==> config.mk <==
export PLATFORM = sky130hd
export DESIGN_NAME = instr_fetch_flat
export DESIGN_NICKNAME = d
export VERILOG_FILES = /design/src/rtl/cpu_pkg.sv /design/src/rtl/instr_fetch_if.sv /design/src/rtl/instr_fetch_fifo.sv /design/src/rtl/instr_fetch.sv /design/src/flat_wrapper.sv
export SDC_FILE = /design/constraint.sdc
export NUM_CORES = 1
export LEC_CHECK = 0
export CORE_UTILIZATION = 40
export CTS_BUF_LIST = sky130_fd_sc_hd__clkbuf_8 sky130_fd_sc_hd__clkbuf_16
export CTS_CLUSTER_SIZE = 28
export DETAILED_ROUTE_END_ITERATION = 8
export GPL_TIMING_DRIVEN = 0
export SYNTH_ARGS = -nofsm -noshare
export SYNTH_HDL_FRONTEND = slang
export SYNTH_HIERARCHICAL = 1
export SYNTH_SLANG_ARGS = --single-unit
==> constraint.sdc <==
create_clock -name clk -period 2.7 [get_ports clk]
set_clock_uncertainty 0.05 [all_clocks]
set_input_delay 0.81 -clock clk [delete_from_list [all_inputs] [get_ports clk]]
set_output_delay 0.81 -clock clk [all_outputs]
set_load 0.1 [all_outputs]
==> src/rtl/cpu_pkg.sv <==
// cpu_pkg: definitions shared by the fetch stage and the control unit of the 16-bit CPU.
//   CPU_ADDR_W / CPU_DATA_W / CPU_OPC_W : default widths (word-addressed instruction space)
//   CPU_PC_RESET                        : fetch PC after reset
//   CPU_OPC_LSB                         : opcode field is instr[CPU_DATA_W-1 -: CPU_OPC_W]
//   fetch_state_e                       : fetch request tracker, encoded as {pending, drop}
package cpu_pkg;

    localparam int          CPU_ADDR_W   = 16;
    localparam int          CPU_DATA_W   = 16;
    localparam int          CPU_OPC_W    = 2;
    localparam logic [15:0] CPU_PC_RESET = 16'd10;
    localparam int          CPU_OPC_LSB  = CPU_DATA_W - CPU_OPC_W;

    // Bit 1 = a request is outstanding, bit 0 = its response must be thrown away.
    typedef enum logic [1:0] {
        FS_IDLE  = 2'b00,
        FS_WAIT  = 2'b10,
        FS_STALE = 2'b11
    } fetch_state_e;

endpackage

==> src/rtl/instr_fetch_if.sv <==
// instr_fetch_if: instruction-memory read handshake.
//   imem_req/imem_addr    : request, accepted when imem_req && imem_ready
//   imem_rvalid/imem_rdata: one response per accepted request, at least one cycle later
//   master = fetch stage, slave = instruction memory
interface instr_fetch_if import cpu_pkg::*; #(
    parameter int ADDR_W = CPU_ADDR_W,
    parameter int DATA_W = CPU_DATA_W
) ();

    logic              imem_req;
    logic [ADDR_W-1:0] imem_addr;
    logic              imem_ready;
    logic              imem_rvalid;
    logic [DATA_W-1:0] imem_rdata;

    modport master (
        output imem_req, imem_addr,
        input  imem_ready, imem_rvalid, imem_rdata
    );

    modport slave (
        input  imem_req, imem_addr,
        output imem_ready, imem_rvalid, imem_rdata
    );

endinterface

==> src/rtl/instr_fetch_fifo.sv <==
// fetch_fifo: 2-entry {instr, pc} queue between instruction memory and decode.
//   push_i/instr_i/pc_i : write an entry
//   pop_i               : drop the head (ignored when empty)
//   flush_i             : empty the queue; wins over push and pop
//   instr_o/pc_o        : head entry, straight from registers
//   count_o             : occupancy 0..2
// Entry 0 is always the head, so outputs never pass through a read mux.
module fetch_fifo #(
    parameter int DATA_W = 16,
    parameter int ADDR_W = 16
) (
    input  logic              clk,
    input  logic              reset,
    input  logic              push_i,
    input  logic              pop_i,
    input  logic              flush_i,
    input  logic [DATA_W-1:0] instr_i,
    input  logic [ADDR_W-1:0] pc_i,
    output logic [DATA_W-1:0] instr_o,
    output logic [ADDR_W-1:0] pc_o,
    output logic [1:0]        count_o
);

    logic [DATA_W-1:0] instr0_q, instr0_d, instr1_q, instr1_d;
    logic [ADDR_W-1:0] pc0_q, pc0_d, pc1_q, pc1_d;
    logic [1:0]        count_q, count_d;
    logic              do_pop, do_push;

    assign do_pop  = pop_i && (count_q != 2'd0);
    // Full queue still takes a push when the head leaves in the same cycle.
    assign do_push = push_i && ((count_q != 2'd2) || do_pop);

    always_comb begin
        instr0_d = instr0_q;
        instr1_d = instr1_q;
        pc0_d    = pc0_q;
        pc1_d    = pc1_q;
        count_d  = count_q;
        if (flush_i) begin
            count_d = 2'd0;
        end else begin
            case ({do_push, do_pop})
                2'b11: begin
                    if (count_q == 2'd1) begin
                        instr0_d = instr_i;
                        pc0_d    = pc_i;
                    end else begin
                        instr0_d = instr1_q;
                        pc0_d    = pc1_q;
                        instr1_d = instr_i;
                        pc1_d    = pc_i;
                    end
                end
                2'b10: begin
                    if (count_q == 2'd0) begin
                        instr0_d = instr_i;
                        pc0_d    = pc_i;
                    end else begin
                        instr1_d = instr_i;
                        pc1_d    = pc_i;
                    end
                    count_d = count_q + 2'd1;
                end
                2'b01: begin
                    instr0_d = instr1_q;
                    pc0_d    = pc1_q;
                    count_d  = count_q - 2'd1;
                end
                default: ;
            endcase
        end
    end

    always_ff @(posedge clk) begin
        if (reset) begin
            instr0_q <= '0;
            instr1_q <= '0;
            pc0_q    <= '0;
            pc1_q    <= '0;
            count_q  <= 2'd0;
        end else begin
            instr0_q <= instr0_d;
            instr1_q <= instr1_d;
            pc0_q    <= pc0_d;
            pc1_q    <= pc1_d;
            count_q  <= count_d;
        end
    end

    assign instr_o = instr0_q;
    assign pc_o    = pc0_q;
    assign count_o = count_q;

endmodule

==> src/rtl/instr_fetch.sv <==
// instr_fetch: fetch stage of the 16-bit CPU.
//   clk, reset                    : clock, synchronous active-high reset
//   imem (instr_fetch_if.master)  : word reads from instruction memory, one outstanding
//   redirect_valid/redirect_pc    : taken branch/jump; flushes all in-flight fetch work
//   stall                         : decode cannot accept this cycle
//   out_valid/out_instr/out_pc/out_opcode : head of the 2-entry fetch queue to decode
module instr_fetch import cpu_pkg::*; #(
    parameter int                ADDR_W   = CPU_ADDR_W,
    parameter int                DATA_W   = CPU_DATA_W,
    parameter int                OPC_W    = CPU_OPC_W,
    parameter logic [ADDR_W-1:0] PC_RESET = ADDR_W'(CPU_PC_RESET)
) (
    input  logic                 clk,
    input  logic                 reset,
    instr_fetch_if.master        imem,
    input  logic                 redirect_valid,
    input  logic [ADDR_W-1:0]    redirect_pc,
    input  logic                 stall,
    output logic                 out_valid,
    output logic [DATA_W-1:0]    out_instr,
    output logic [ADDR_W-1:0]    out_pc,
    output logic [OPC_W-1:0]     out_opcode
);

    fetch_state_e      state_q;
    logic [ADDR_W-1:0] fetch_pc_q, pending_pc_q;
    logic [1:0]        count;
    logic              pending, drop, accept, rsp, push, pop;

    assign pending = (state_q != FS_IDLE);
    assign drop    = (state_q == FS_STALE);

    // Issuing only with a free slot guarantees the response always fits.
    assign imem.imem_req  = !reset && !pending && (count != 2'd2) && !redirect_valid;
    assign imem.imem_addr = fetch_pc_q;

    assign accept = imem.imem_req && imem.imem_ready;
    // A response with nothing outstanding is ignored.
    assign rsp    = imem.imem_rvalid && pending;
    assign push   = rsp && !drop && !redirect_valid;
    assign pop    = out_valid && !stall;

    always_ff @(posedge clk) begin
        if (reset) begin
            state_q      <= FS_IDLE;
            fetch_pc_q   <= PC_RESET;
            pending_pc_q <= '0;
        end else if (redirect_valid) begin
            fetch_pc_q <= redirect_pc;
            // A response still on its way belongs to the old path.
            state_q    <= (pending && !rsp) ? FS_STALE : FS_IDLE;
        end else if (accept) begin
            state_q      <= FS_WAIT;
            pending_pc_q <= fetch_pc_q;
            fetch_pc_q   <= fetch_pc_q + ADDR_W'(1);
        end else if (rsp) begin
            state_q <= FS_IDLE;
        end
    end

    fetch_fifo #(.DATA_W(DATA_W), .ADDR_W(ADDR_W)) u_fifo (
        .clk     (clk),
        .reset   (reset),
        .push_i  (push),
        .pop_i   (pop),
        .flush_i (redirect_valid),
        .instr_i (imem.imem_rdata),
        .pc_i    (pending_pc_q),
        .instr_o (out_instr),
        .pc_o    (out_pc),
        .count_o (count)
    );

    assign out_valid  = (count != 2'd0);
    assign out_opcode = out_instr[DATA_W-1 -: OPC_W];

`ifndef SYNTHESIS
    rvalid_needs_pending: assert property (@(posedge clk) disable iff (reset)
        imem.imem_rvalid |-> pending);
`endif

endmodule
==> src/flat_wrapper.sv <==
// flat-port wrapper written by rule: the top's interface ports become plain ports
module instr_fetch_flat import cpu_pkg::*;
#(
    parameter int                ADDR_W   = CPU_ADDR_W,
    parameter int                DATA_W   = CPU_DATA_W,
    parameter int                OPC_W    = CPU_OPC_W,
    parameter logic [ADDR_W-1:0] PC_RESET = ADDR_W'(CPU_PC_RESET)
)
  (clk, reset, redirect_valid, redirect_pc, stall, out_valid, out_instr, out_pc, out_opcode, imem_imem_req, imem_imem_addr, imem_imem_ready, imem_imem_rvalid, imem_imem_rdata);
  instr_fetch_if #(.ADDR_W(ADDR_W), .DATA_W(DATA_W)) imem_i ();
  input  logic clk;
  input  logic reset;
  input  logic redirect_valid;
  input  logic [ADDR_W-1:0] redirect_pc;
  input  logic stall;
  output logic out_valid;
  output logic [DATA_W-1:0] out_instr;
  output logic [ADDR_W-1:0] out_pc;
  output logic [OPC_W-1:0] out_opcode;
  output wire logic [$bits(imem_i.imem_req)-1:0] imem_imem_req;
  output wire logic [$bits(imem_i.imem_addr)-1:0] imem_imem_addr;
  input wire logic [$bits(imem_i.imem_ready)-1:0] imem_imem_ready;
  input wire logic [$bits(imem_i.imem_rvalid)-1:0] imem_imem_rvalid;
  input wire logic [$bits(imem_i.imem_rdata)-1:0] imem_imem_rdata;
  assign imem_imem_req = imem_i.imem_req;
  assign imem_imem_addr = imem_i.imem_addr;
  assign imem_i.imem_ready = imem_imem_ready;
  assign imem_i.imem_rvalid = imem_imem_rvalid;
  assign imem_i.imem_rdata = imem_imem_rdata;
  instr_fetch #(.ADDR_W(ADDR_W), .DATA_W(DATA_W), .OPC_W(OPC_W), .PC_RESET(PC_RESET)) u_core (.clk(clk), .reset(reset), .imem(imem_i), .redirect_valid(redirect_valid), .redirect_pc(redirect_pc), .stall(stall), .out_valid(out_valid), .out_instr(out_instr), .out_pc(out_pc), .out_opcode(out_opcode));
endmodule
Word-level counts from Yosys, hierarchy flattened
Cells that the tools add are included.
{"block": "classes", "n_addsub": 3, "eq_ne": 9, "muxes": 19, "bitwise": 1, "n_reduce_logical": 30}
{"operator": "16-bit two-way mux", "n": 10}
{"operator": "16-bit case mux with 3 select lines", "n": 2}
{"operator": "16-bit case mux with 2 select lines", "n": 2}
{"operator": "16-bit by 1-bit adder with 16-bit output, second input constant", "n": 1}
{"operator": "1-bit logical AND", "n": 11}
{"operator": "2-bit nonzero test", "n": 5}
{"operator": "2-bit two-way mux", "n": 4}
{"operator": "2-bit inequality test, second input constant", "n": 4}
{"operator": "2-bit == test, second input constant", "n": 3}
{"operator": "1-bit zero test", "n": 6}
{"operator": "3-bit nonzero test", "n": 2}
{"operator": "2-bit by 1-bit == test with 1-bit output, second input constant", "n": 2}
{"operator": "2-bit case mux with 2 select lines", "n": 1}
{"operator": "4-bit AND reduction", "n": 1}
{"operator": "3-bit AND reduction", "n": 1}
{"operator": "2-bit by 1-bit adder with 2-bit output, second input constant", "n": 1}
{"operator": "2-bit zero test", "n": 1}
{"operator": "2-bit AND reduction", "n": 1}
{"operator": "2-bit OR reduction", "n": 1}
{"operator": "2-bit by 1-bit subtractor with 2-bit output, second input constant", "n": 1}
{"operator": "1-bit logical OR", "n": 1}
{"operator": "1-bit inverter", "n": 1}
{"block": "totals", "regBits": 100, "input_bits": 38, "output_inout_bits": 52, "elab_cells": 70}

Depth between registers and ports, before layout
{"block": "depth", "word_depth": 8, "depth_mapped": 8, "ltp_nobuf": 6}

Modules after synthesis
Netlist, hierarchy kept.
{"mod": "fetch_fifo", "n_inst": 1, "cells_per_inst": 305, "area_per_inst_um2": 2932.8, "seq_area_each_um2": 1321.3}
{"mod": "instr_fetch", "n_inst": 1, "cells_per_inst": 209, "area_per_inst_um2": 1670.4, "seq_area_each_um2": 680.7}

Least setup slack after synthesis
No wires, ideal clock.
{"block": "synth_timing", "path_type": "in2out", "from": "input port redirect_valid", "to": "output port imem_imem_req", "arrival_time_ps": 1870, "required_ps": 1840, "path_slack_ps": -30, "cell_stages": 2, "path_buffers": 0, "path_cell_list": "nor4_4 and2_1"}
{"block": "synth_via", "elab_chain_cells": 2}
{"element": "from (decl)", "line_no": "flat_wrapper.sv:13", "source": "input logic redirect_valid;"}
{"element": "1-bit zero test", "line_no": "instr_fetch.sv:34", "source": "assign imem.imem_req = !reset && !pending && (count != 2'd2) && !redirect_valid;"}
{"element": "1-bit logical AND", "line_no": "instr_fetch.sv:34"}
{"element": "to (decl)", "line_no": "flat_wrapper.sv:20", "source": "output wire logic [$bits(imem_i.imem_req)-1:0] imem_imem_req;"}
Every way passes these cells.

Worst setup path in the final report
{"block": "layout_timing", "from": "register u_core.u_fifo.instr0_q[4] (netlist: u_core/u_fifo/instr_o[4])", "to": "output port out_instr[4]"}
{"element": "from (decl)", "line_no": "instr_fetch_fifo.sv:24", "source": "logic [DATA_W-1:0] instr0_q, instr0_d, instr1_q, instr1_d;"}
{"element": "from (signal assigned)", "line_no": "instr_fetch_fifo.sv:82", "source": "instr0_q <= instr0_d;"}
{"element": "to (decl)", "line_no": "flat_wrapper.sv:17", "source": "output logic [DATA_W-1:0] out_instr;"}
No word-level cell between the ends.

==> summary.md <==
| Metric | Value |
|---|---|
| Run status | `finished clean` |
| Critical path type | `reg2out` |
| Unrepaired setup endpoints after global routing | `no` |
| Row cnt | `38` |
| Area Growth Syn to Fin | `30.4%` |
| Setup TNS | `0 ns` |
| HP Class | `reg2reg` |
| CP max stage delay | `roughly 1.1 ns` |
| Gr ovfl total | `0` |
| Post-CTS Hold Buffers | `0` |
| First-pass GRT wire length | `18800 µm` |
| Final period util | `0.986` |
| Register area share after synthesis | `0.435` |
| Initial antenna violation count | `0` |
| DRT antenna net count | `0` |
| H-tree levels | `3` |
| Drt wl/cell | `between 15 and 20 µm` |
| Most common cell after layout, fill and taps aside | `nand2_1` |
| Ys flop type | `dfxtp_1` |
| Initial Utilization | `0.417` |
| Syn_area_per_cell | `around 9 µm²` |
| R2R depth | `8` |
| Vias | `between 4k and 5k` |
| PnR worst setup slack | `approximately 0.038 ns` |
| Power Total | `3.17 mW` |
| Warnings from Yosys | `6` |
| Synthesized Nets | `about 560` |
| CTS Buffer Depth | `2` |
| Layout cell share with drive strength beyond 1 | `0.137` |
| CP Capture Type | `primary output` |
| Synth Cell Area | `4600 µm²` |
| Hpwl dp | `roughly 8400 µm` |
| DR WL met3 | `752 µm` |
| Max layer used | `met4` |
| Clock root cell | `clkbuf_16` |
| Area leader, netlist | `dfxtp_1` |
| Count of final hold-check violations | `0` |
| Pin count of the biggest net entering global routing | `18` |
| Final Core Density | `0.544` |
| Routability Congestion | `0.845` |
| Die Ht | `between 100 and 150 µm` |
| Number of max-cap violations | `0` |
| Core area | `11000 µm²` |
| Worst flop-to-flop path startpoint | `u_core/u_fifo/count_o[1]` |
| Slew Viols, Final | `0` |
| Final Critical Period | `between 2 and 3 ns` |
| Die area | `11900 µm²` |
| Met2 wire length | `roughly 5400 µm` |
| N_diodes | `0` |
| CTS tree | `built` |
| Crit path DAT | `roughly 1.8 ns` |
| Slew HR | `0.330` |
| Total CTS buffers | `9` |
| Synth async-reset ratio | `0` |
| Iter 0 DRT Violations | `213` |
| Pwr per Cell Area | `between 500 and 600 nW/µm²` |
| Routed metal-1 wirelength | `approximately 5500 µm` |
| Top Ports | `90` |
| Yosys cell types | `51` |
| Vias per cell | `5.34` |
| Vias in the first global route | `approximately 3.7k` |
| Clock transition at path regs | `approximately 0.08 ns` |
| R2R setup slack | `0.60 ns` |
| VDD IR max | `between 200 and 300 µV` |
| Residual DRC count | `0` |
| Top-area cell type share of the netlist area | `0.435` |
| Hold slack | `roughly 0.43 ns` |
| LEAKAGE | `approximately 2.6 nW` |
| Worst reg2reg path endpoint | `u_core/u_fifo/pc_o[10]` |
| Tot GR Track Use | `0.203` |
| Hold Startpoint | `u_core/pending_pc_q[6]` |
| Commonest cells after routing, fill and taps aside | `nand2_1 (107), dfxtp_1 (100), nor2_1 (73)` |
| Worst-path fanout max | `2` |
| Final setup fails | `0` |
| Slew @ Worst Pin | `about 1.0 ns` |
| CTS sink count | `100` |
| Input/output buffers | `89` |
| Die width | `roughly 110 µm` |
| Top cell family by delay on the critical path | `buffers and inverters` |
| EDFF count, synth | `0` |
| CP Buf/Inv Count | `1` |
| Synthesized instance count | `514` |
| Worst setup SP type | `flip-flop` |
| Worst-path cell chain | `clkdlybuf4s50_1` |
| Critical Path Slowest Stage Cell | `clkdlybuf4s50_1` |
| Max Fclk | `~0.38 GHz` |
| Worst-Skew Late Latency | `~0.34 ns` |
| # nets final | `around 660` |
| Pre-Repair DR Iteration Count | `5` |
| Hold endpoint | `u_core/pending_pc_q[6]` |
| Most area-consuming cells after synthesis | `dfxtp_1 (43%), a311oi_2 (9.1%), nand2_1 (8.7%), mux2i_1 (7.8%), nor2_1 (6.0%)` |
| WL final | `around 12000 µm` |
| Worst path required time | `1.84 ns` |
| Hold path cells | `2` |
| Number of synthesized register bits | `100` |
| Worst slack, placed | `-1.30 ns` |
[synth_stat cells, drive strengths merged, types with 5 or more instances]
cell / instances
clkbuf: 14
inv: 8
nand2b: 7
a31oi: 8
or4: 5
nor2: 73
a21oi: 25
nand2: 107
buf: 24
dfxtp: 100
mux2i: 36
and2: 6
o211ai: 5
a311oi: 32
nand3: 11
[area by class of cell]
type                            instances  area (µm²)
Buffer                                 38         235
Multi-Input combinational cell        368        2370
Clock buffer                            9         225
Inverter                                8        33.8
Sequential cell                       100        2000
Fill cell                            1037        5030
Tap cell                              140         175
Timing Repair Buffer                   92         912
Clock inverter                          7        52.6
[sequential cells by signal (all words and copies together) (netlist names)]
name / flops
u_core/imem.imem_addr: 16
u_core/pending_pc_q: 16
u_core/state_q: 2
u_core/u_fifo/count_o: 2
u_core/u_fifo/instr1_q: 16
u_core/u_fifo/instr_o: 16
u_core/u_fifo/pc1_q: 16
u_core/u_fifo/pc_o: 16
[worst max path at each step]
stage                                    startpoint                   endpoint  cells past startpoint
after floorplan            u_core/imem.imem_addr[0]  u_core/imem.imem_addr[12]                      5
after global placement                        reset              imem_imem_req                      4
after detailed placement                      reset              imem_imem_req                      4
after CTS                                     reset              imem_imem_req                      4
after global routing      u_core/u_fifo/instr_o[13]              out_instr[13]                      1
final                      u_core/u_fifo/instr_o[4]               out_instr[4]                      1
[kinds of logic after synthesis]
group / after synthesis / synth area share
adder cells (fa/ha/maj): 4 / 0.0109
flip-flops: 100 / 0.435
AND/OR/NAND/NOR: 233 / 0.226
multiplexers: 36 / 0.0783
buffers and inverters: 46 / 0.0527
AO/OA/AOI/OAI: 92 / 0.191
XOR/XNOR: 3 / 0.00571
[per-stage QoR]
step,instance area (µm²),cells
final,6000,762
after global routing,6000,762
after CTS,5930,759
after detailed placement,5670,743
after global placement,5670,743
after floorplan,4600,514
[what timing repair did]
item | in CTS | in global routing
buffers inserted | 0 | 3
gates resized for setup | 49 | 25
setup endpoints to repair | 96 | 46
pin swaps | 0 | 2
endpoints found under the hold margin | 0 | 0
[metal layers]
metal,GRT usage,up-vias
li1,-,2021
met1,0.277,1878
met2,0.327,157
met3,0.0293,12
met4,0.0695,0
met5,0,-
[power breakdown]
group          switching [mW]  internal [mW]  total (mW)
logic                   0.294          0.129       0.423
clock network           0.574          0.632        1.21
registers              0.0370           1.50        1.54
total                   0.905           2.26        3.17
Note: power is estimated with default switching activity, not from simulation.
